<file path="src/rtl/calc_entry_if.sv">
// rtl/calc_entry_if.sv - keypad-entry / ALU handshake bundle for calc_entry_ctrl
interface calc_entry_if #(
    parameter int NDIGITS = 4
);
    logic                   key_valid;
    logic [3:0]             key_code;
    logic                   calc_req;
    logic                   calc_ack;
    logic [4*NDIGITS-1:0]   op_a;
    logic [4*NDIGITS-1:0]   op_b;
    logic [1:0]             op_sel;
    logic [4*NDIGITS-1:0]   res_bcd;
    logic                   res_err;
    logic [4*NDIGITS-1:0]   disp_bcd;
    logic                   disp_err;
    logic                   busy;

    modport slave (
        input  key_valid, key_code, calc_ack, res_bcd, res_err,
        output calc_req, op_a, op_b, op_sel, disp_bcd, disp_err, busy
    );

    modport master (
        output key_valid, key_code, calc_ack, res_bcd, res_err,
        input  calc_req, op_a, op_b, op_sel, disp_bcd, disp_err, busy
    );
endinterface

</file>
<file path="src/rtl/calc_entry_ctrl.sv">
// rtl/calc_entry_ctrl.sv - keypad debounce and operand/operator entry FSM with ALU req/ack
// Optional: define CALC_CHAIN_EN to let an operator in SHOW continue from the result.
module calc_entry_ctrl #(
    parameter int NDIGITS   = 4,
    parameter int DB_CYCLES = 16,
    parameter int DB_W      = 5
) (
    input logic         CLK,
    input logic         RESET,
    calc_entry_if.slave bus
);
    localparam int W  = 4 * NDIGITS;
    localparam int CW = $clog2(NDIGITS + 1);
    localparam logic [DB_W-1:0] DB_LAST = DB_W'(DB_CYCLES - 1);
    localparam logic [CW-1:0]   CNT_MAX = CW'(NDIGITS);
    localparam logic [3:0] K_CLEAR = 4'd10;
    localparam logic [3:0] K_EQ    = 4'd11;
    localparam logic [3:0] K_OP    = 4'd12;

    typedef enum logic [1:0] {ARMED, PRESS_CNT, WAIT_REL} db_state_t;
    typedef enum logic [1:0] {ENTER_A, ENTER_B, CALC, SHOW} st_t;

    db_state_t       db_state, db_state_n;
    logic [DB_W-1:0] db_cnt, db_cnt_n;
    logic [3:0]      cand, cand_n;
    logic            ev, ev_n;

    st_t             state, state_n;
    logic [W-1:0]    op_a, op_a_n, op_b, op_b_n, result, result_n, disp_bcd;
    logic [1:0]      op_sel, op_sel_n;
    logic [CW-1:0]   cnt_a, cnt_a_n, cnt_b, cnt_b_n;
    logic            err, err_n, calc_req, calc_req_n, disp_err;
    logic            clear, load_digit;

    // cand stays stable in WAIT_REL, so it doubles as the event's key code.
    always_comb begin
        db_state_n = db_state;
        db_cnt_n   = db_cnt;
        cand_n     = cand;
        ev_n       = 1'b0;
        case (db_state)
            ARMED: if (bus.key_valid) begin
                cand_n     = bus.key_code;
                db_cnt_n   = DB_W'(1);
                db_state_n = PRESS_CNT;
            end
            PRESS_CNT: begin
                if (!bus.key_valid) begin
                    db_cnt_n   = '0;
                    db_state_n = ARMED;
                end else if (bus.key_code != cand) begin
                    cand_n   = bus.key_code;
                    db_cnt_n = DB_W'(1);
                end else if (db_cnt == DB_LAST) begin
                    ev_n       = 1'b1;
                    db_cnt_n   = '0;
                    db_state_n = WAIT_REL;
                end else begin
                    db_cnt_n = db_cnt + 1'b1;
                end
            end
            WAIT_REL: begin
                if (bus.key_valid) begin
                    db_cnt_n = '0;
                end else if (db_cnt == DB_LAST) begin
                    db_cnt_n   = '0;
                    db_state_n = ARMED;
                end else begin
                    db_cnt_n = db_cnt + 1'b1;
                end
            end
            default: db_state_n = ARMED;
        endcase
    end

    always_ff @(posedge CLK or posedge RESET) begin
        if (RESET) begin
            db_state <= ARMED;
            db_cnt   <= '0;
            cand     <= '0;
            ev       <= 1'b0;
        end else begin
            db_state <= db_state_n;
            db_cnt   <= db_cnt_n;
            cand     <= cand_n;
            ev       <= ev_n;
        end
    end

    always_comb begin
        state_n    = state;
        op_a_n     = op_a;
        op_b_n     = op_b;
        op_sel_n   = op_sel;
        cnt_a_n    = cnt_a;
        cnt_b_n    = cnt_b;
        result_n   = result;
        err_n      = err;
        calc_req_n = calc_req;
        clear      = 1'b0;
        load_digit = 1'b0;
        if (state == CALC && bus.calc_ack) begin
            result_n   = bus.res_bcd;
            err_n      = bus.res_err;
            calc_req_n = 1'b0;
            state_n    = SHOW;
        end
        if (ev) begin
            case (state)
                ENTER_A: begin
                    if (cand < K_CLEAR) begin
                        if (cnt_a < CNT_MAX) begin
                            op_a_n  = {op_a[W-5:0], cand};
                            cnt_a_n = cnt_a + 1'b1;
                        end
                    end else if (cand >= K_OP) begin
                        op_sel_n = cand[1:0];
                        op_b_n   = '0;
                        cnt_b_n  = '0;
                        state_n  = ENTER_B;
                    end else if (cand == K_CLEAR) begin
                        clear = 1'b1;
                    end
                end
                ENTER_B: begin
                    if (cand < K_CLEAR) begin
                        if (cnt_b < CNT_MAX) begin
                            op_b_n  = {op_b[W-5:0], cand};
                            cnt_b_n = cnt_b + 1'b1;
                        end
                    end else if (cand >= K_OP) begin
                        op_sel_n = cand[1:0];
                    end else if (cand == K_EQ) begin
                        calc_req_n = 1'b1;
                        state_n    = CALC;
                    end else begin
                        clear = 1'b1;
                    end
                end
                SHOW: begin
                    if (cand < K_CLEAR) begin
                        load_digit = 1'b1;
                    end else if (cand == K_CLEAR) begin
                        clear = 1'b1;
                    end
`ifdef CALC_CHAIN_EN
                    else if (cand >= K_OP && !err) begin
                        op_a_n   = result;
                        cnt_a_n  = CNT_MAX;
                        op_sel_n = cand[1:0];
                        op_b_n   = '0;
                        cnt_b_n  = '0;
                        state_n  = ENTER_B;
                    end
`endif
                end
                default: ;
            endcase
        end
        if (clear || load_digit) begin
            op_a_n     = '0;
            op_b_n     = '0;
            op_sel_n   = '0;
            cnt_a_n    = '0;
            cnt_b_n    = '0;
            result_n   = '0;
            err_n      = 1'b0;
            calc_req_n = 1'b0;
            state_n    = ENTER_A;
        end
        if (load_digit) begin
            op_a_n  = W'(cand);
            cnt_a_n = CW'(1);
        end
    end

    always_ff @(posedge CLK or posedge RESET) begin
        if (RESET) begin
            state    <= ENTER_A;
            op_a     <= '0;
            op_b     <= '0;
            op_sel   <= '0;
            cnt_a    <= '0;
            cnt_b    <= '0;
            result   <= '0;
            err      <= 1'b0;
            calc_req <= 1'b0;
            disp_bcd <= '0;
            disp_err <= 1'b0;
        end else begin
            state    <= state_n;
            op_a     <= op_a_n;
            op_b     <= op_b_n;
            op_sel   <= op_sel_n;
            cnt_a    <= cnt_a_n;
            cnt_b    <= cnt_b_n;
            result   <= result_n;
            err      <= err_n;
            calc_req <= calc_req_n;
            // Display follows the current registers, so it lags any change by one cycle.
            case (state)
                ENTER_A: disp_bcd <= op_a;
                ENTER_B: disp_bcd <= (cnt_b != '0) ? op_b : op_a;
                CALC:    disp_bcd <= op_b;
                default: disp_bcd <= result;
            endcase
            disp_err <= (state == SHOW) && err;
        end
    end

    assign bus.calc_req = calc_req;
    assign bus.op_a     = op_a;
    assign bus.op_b     = op_b;
    assign bus.op_sel   = op_sel;
    assign bus.disp_bcd = disp_bcd;
    assign bus.disp_err = disp_err;
    assign bus.busy     = (state == CALC);
endmodule

</file>
<file path="src/flat_wrapper.sv">
// flat-port wrapper written by rule: the top's interface ports become plain ports
module calc_entry_ctrl_flat 
#(
    parameter int NDIGITS   = 4,
    parameter int DB_CYCLES = 16,
    parameter int DB_W      = 5
)
  (CLK, RESET, bus_key_valid, bus_key_code, bus_calc_ack, bus_res_bcd, bus_res_err, bus_calc_req, bus_op_a, bus_op_b, bus_op_sel, bus_disp_bcd, bus_disp_err, bus_busy);
  calc_entry_if #(.NDIGITS(NDIGITS)) bus_i ();
  input logic CLK;
  input logic RESET;
  input wire logic [$bits(bus_i.key_valid)-1:0] bus_key_valid;
  input wire logic [$bits(bus_i.key_code)-1:0] bus_key_code;
  input wire logic [$bits(bus_i.calc_ack)-1:0] bus_calc_ack;
  input wire logic [$bits(bus_i.res_bcd)-1:0] bus_res_bcd;
  input wire logic [$bits(bus_i.res_err)-1:0] bus_res_err;
  output wire logic [$bits(bus_i.calc_req)-1:0] bus_calc_req;
  output wire logic [$bits(bus_i.op_a)-1:0] bus_op_a;
  output wire logic [$bits(bus_i.op_b)-1:0] bus_op_b;
  output wire logic [$bits(bus_i.op_sel)-1:0] bus_op_sel;
  output wire logic [$bits(bus_i.disp_bcd)-1:0] bus_disp_bcd;
  output wire logic [$bits(bus_i.disp_err)-1:0] bus_disp_err;
  output wire logic [$bits(bus_i.busy)-1:0] bus_busy;
  assign bus_i.key_valid = bus_key_valid;
  assign bus_i.key_code = bus_key_code;
  assign bus_i.calc_ack = bus_calc_ack;
  assign bus_i.res_bcd = bus_res_bcd;
  assign bus_i.res_err = bus_res_err;
  assign bus_calc_req = bus_i.calc_req;
  assign bus_op_a = bus_i.op_a;
  assign bus_op_b = bus_i.op_b;
  assign bus_op_sel = bus_i.op_sel;
  assign bus_disp_bcd = bus_i.disp_bcd;
  assign bus_disp_err = bus_i.disp_err;
  assign bus_busy = bus_i.busy;
  calc_entry_ctrl #(.NDIGITS(NDIGITS), .DB_CYCLES(DB_CYCLES), .DB_W(DB_W)) u_core (.CLK(CLK), .RESET(RESET), .bus(bus_i));
endmodule
</file>
<file path="config.mk">
export PLATFORM = sky130hd
export DESIGN_NAME = calc_entry_ctrl_flat
export DESIGN_NICKNAME = d
export VERILOG_FILES = /design/src/rtl/calc_entry_if.sv /design/src/rtl/calc_entry_ctrl.sv /design/src/flat_wrapper.sv
export SDC_FILE = /design/constraint.sdc
export NUM_CORES = 1
export LEC_CHECK = 0
export ABC_AREA = 1
export CAP_MARGIN = 20
export CORE_MARGIN = 1.5
export CORE_UTILIZATION = 40
export CTS_CLUSTER_SIZE = 10
export DETAILED_ROUTE_END_ITERATION = 10
export SLEW_MARGIN = 10
export SYNTH_ARGS = -nofsm -noshare
export SYNTH_HDL_FRONTEND = slang
export SYNTH_SLANG_ARGS = --single-unit
export TNS_END_PERCENT = 20
</file>
<file path="constraint.sdc">
create_clock -name CLK -period 5.01 [get_ports CLK]
set_clock_uncertainty 0.2 [all_clocks]
set_input_delay 0.7515 -clock CLK [delete_from_list [all_inputs] [get_ports CLK]]
set_output_delay 0.7515 -clock CLK [all_outputs]
set_load 0.01 [all_outputs]
</file>
==> summary.md <==
| Metric | Value |
|---|---|
| Die H | `107 um` |
| CTS Buf Count | `9` |
| Cell taking the most area after synthesis | `dfrtp_1` |
| Gr ovfl total | `0` |
| Tmin final | `3110 ps` |
| Leakage | `0.00263 uW` |
| End point of the critical path | `bus_busy` |
| CP required | `4060 ps` |
| Total die area | `11500 um2` |
| Half-perimeter wire length after placement | `7.85 mm` |
| Worst rel slew slack | `34.6%` |
| H-tree depth | `3` |
| First-pass GRT wire length | `17.9 mm` |
| GPL Wtd Cong | `0.888` |
| Clk_lat worst skew | `360 ps` |
| Synth cell types | `32` |
| Core ar. | `10400 um2` |
| # hold bufs at CTS | `0` |
| Register bit total from synthesis | `89` |
| Ratio of routed vias to standard cells | `4.96` |
| Drt drc | `0` |
| CTS tree | `built` |
| Synthesized area per cell | `8.09 um2` |
| Period Utilization, post-route | `62.1%` |
| Postcts setup bufs | `0` |
| Fin cells | `745` |
| Sw Ratio | `30.4%` |
| Iter 0 DRT Violations | `184` |
| Pre-CTS WS | `2280 ps` |
| Total power | `1620 uW` |
| Diode count | `0` |
| GRT Total Usage | `19.9%` |
| Share of the synthesized area in the top cell type | `51.4%` |
| Fin Setup TNS | `0 ps` |
| Detailed Route WL | `11.0 mm` |
| Initial antenna violation count | `0` |
| Net switching power | `492 uW` |
| Synthesized net count | `568` |
| Initial core utilization | `41.6%` |
| WL per Instance | `14.7 um` |
| Total Nets Final | `636` |
| Vias | `3697` |
| Post-CTS Resized | `0` |
| Port bufs | `77` |
| PD cells | `302 nW/um2` |
| Row count | `37` |
| WS Path Type | `reg2out` |
| Ys Warns | `0` |
| CTS clk-pin slew, worst paths | `90 ps` |
| Status | `finished, final reports clean` |
| Reg-to-reg slack, setup | `2260 ps` |
| MaxCap Viol Count | `0` |
| Max Clk Rate | `321 MHz` |
| Die Wd | `107 um` |
| Sink Count | `89` |
| Logic pwr share | `17.9%` |
| CP Launch Point | `u_core.state[0]` |
| Internal | `1130 uW` |
| Most common cell after layout, fill and taps aside | `nand2_1` |
| End of the worst register-to-register path | `u_core.bus.op_b[11]` |
| Crit-path max FO | `19` |
| CP Capture Type | `output port` |
| RSZ-0062 raised after global routing | `no` |
| Worst Slack Setup Final | `1900 ps` |
| Placed Cells | `729` |
| Worst r2r src | `u_core.state[0]` |
| Post-synthesis sequential area ratio | `51.4%` |
| Top Ports | `78` |
| Ratio of cells with drive above 1 in the final layout | `5.25%` |
| Clock tree buffer depth | `2` |
| Commonest cells after routing, fill and taps aside | `nand2_1, dfrtp_1, clkdlybuf4s50_1` |
| Final-report max-slew violation count | `0` |
| Drt first pass iters | `5` |
| Reg2reg path depth | `7` |
| Hold Fails Final Rpt | `0` |
| HP Class | `reg2reg` |
| Arr. time, crit path | `2160 ps` |
| Clock group share of total power | `34.1%` |
| Post-Synthesis Cells | `536` |
| Worst-margin pin slew | `978 ps` |
| Routed Antenna Nets | `0` |
| Vias in the first global route | `3528` |
| Startpoint Class | `register` |
| Layout fillers | `1013` |
| Largest net degree at the start of global routing | `53` |
| Area growth, synth to finish | `24.0%` |
| Final setup violation count | `0` |
| Peak supply drop | `0.164 mV` |
| Root buf cell | `clkbuf_8` |
| Area contributors post-synth | `dfrtp_1, nand2_1, nand3_1` |
| Sequential power share | `48.0%` |
| Mapped cell area | `4330 um2` |
## layout make-up
| cell class | instances | area (um2) | area share [%] |
|---|---|---|---|
| Sequential cell | 89 | 2230 | 41.4 |
| Clock buffer | 9 | 124 | 2.30 |
| Clock inverter | 7 | 100 | 1.86 |
| Multi-Input combinational cell | 350 | 1680 | 31.3 |
| Tap cell | 136 | 170 | 3.17 |
| Inverter | 75 | 285 | 5.31 |
| Timing Repair Buffer | 79 | 786 | 14.6 |
## registers in the layout, summed over array words and instances (netlist names), 2 cells and up
signal	cells
u_core.bus.op_b	16
u_core.bus.op_sel	2
u_core.cnt_b	3
u_core.result	16
u_core.cand	4
u_core.bus.disp_bcd	16
u_core.db_state	2
u_core.db_cnt	5
u_core.state	2
u_core.cnt_a	3
u_core.bus.op_a	16
## stage by stage
step	util, %	instance area [um2]	hold slack, ps
floorplan	-	4330	226
detailed placement	49.5	5150	255
global placement	49.5	5150	248
finish	51.6	5380	266
global route	51.6	5380	307
CTS	51.6	5380	270
## worst min-delay path by stage
stage	to	depth (start not counted)	slack (ps)	start
floorplan	u_core.ev	1	230	u_core.db_cnt[4]
global placement	u_core.ev	1	250	u_core.db_cnt[4]
detailed placement	u_core.ev	1	260	u_core.db_cnt[4]
CTS	u_core.ev	1	270	u_core.db_cnt[4]
global route	u_core.ev	1	310	u_core.db_cnt[4]
finish	u_core.ev	1	270	u_core.db_cnt[4]
## cells by family (layout without fill, tap and decap cells)
logic type               count (synthesis)  in the layout  share of synthesized area [%]
AO/OA/AOI/OAI                           71             71                           9.41
flip-flops                              89             89                           51.4
AND/OR/NAND/NOR                        268            268                           26.6
buffers and inverters                   97            170                           9.79
adder cells (fa/ha/maj)                  7              7                           2.02
XOR/XNOR                                 4              4                          0.808
## power by group through the flow
stage / clock network, uW / registers [uW] / logic [uW]
after global placement: 0 / 792 / 285
after CTS: 564 / 777 / 294
after global routing: 588 / 782 / 334
after detailed placement: 0 / 792 / 292
final: 553 / 778 / 290
after floorplan: 0 / 782 / 224
## cell usage after synthesis
cell type / n
a21boi_0: 1
a21boi_4: 1
a21oi_1: 2
a31oi_1: 1
buf_2: 4
buf_4: 4
buf_6: 5
clkbuf_1: 9
clkinv_1: 1
dfrtp_1: 89
ha_1: 7
inv_1: 73
inv_4: 1
nand2_1: 122
nand2_2: 4
nand2_4: 3
nand3_1: 66
nand3b_1: 1
nand4_1: 1
nand4_4: 1
nor2_1: 66
nor2_2: 1
nor3_1: 2
o211ai_1: 1
o211ai_2: 1
o21ai_0: 45
o21ai_1: 1
o22ai_1: 16
o31ai_1: 2
or2_2: 1
xnor2_1: 2
xor2_1: 2
## layer usage
layer	share of wire, %	wire length (um)	global-route usage, %
met1	46	5090	27.3
met2	47	5150	32.4
met3	5.7	628	3.89
met4	0.92	101	4.76
met5	0	0	0
## critical path, stage by stage (launching register included)
cell and delay [ps]:
dfrtp_1 400, inv_1 80, nand2_1 160, clkinv_1 510, clkdlybuf4s50_1 660
Power figures use the tool's default switching activity.
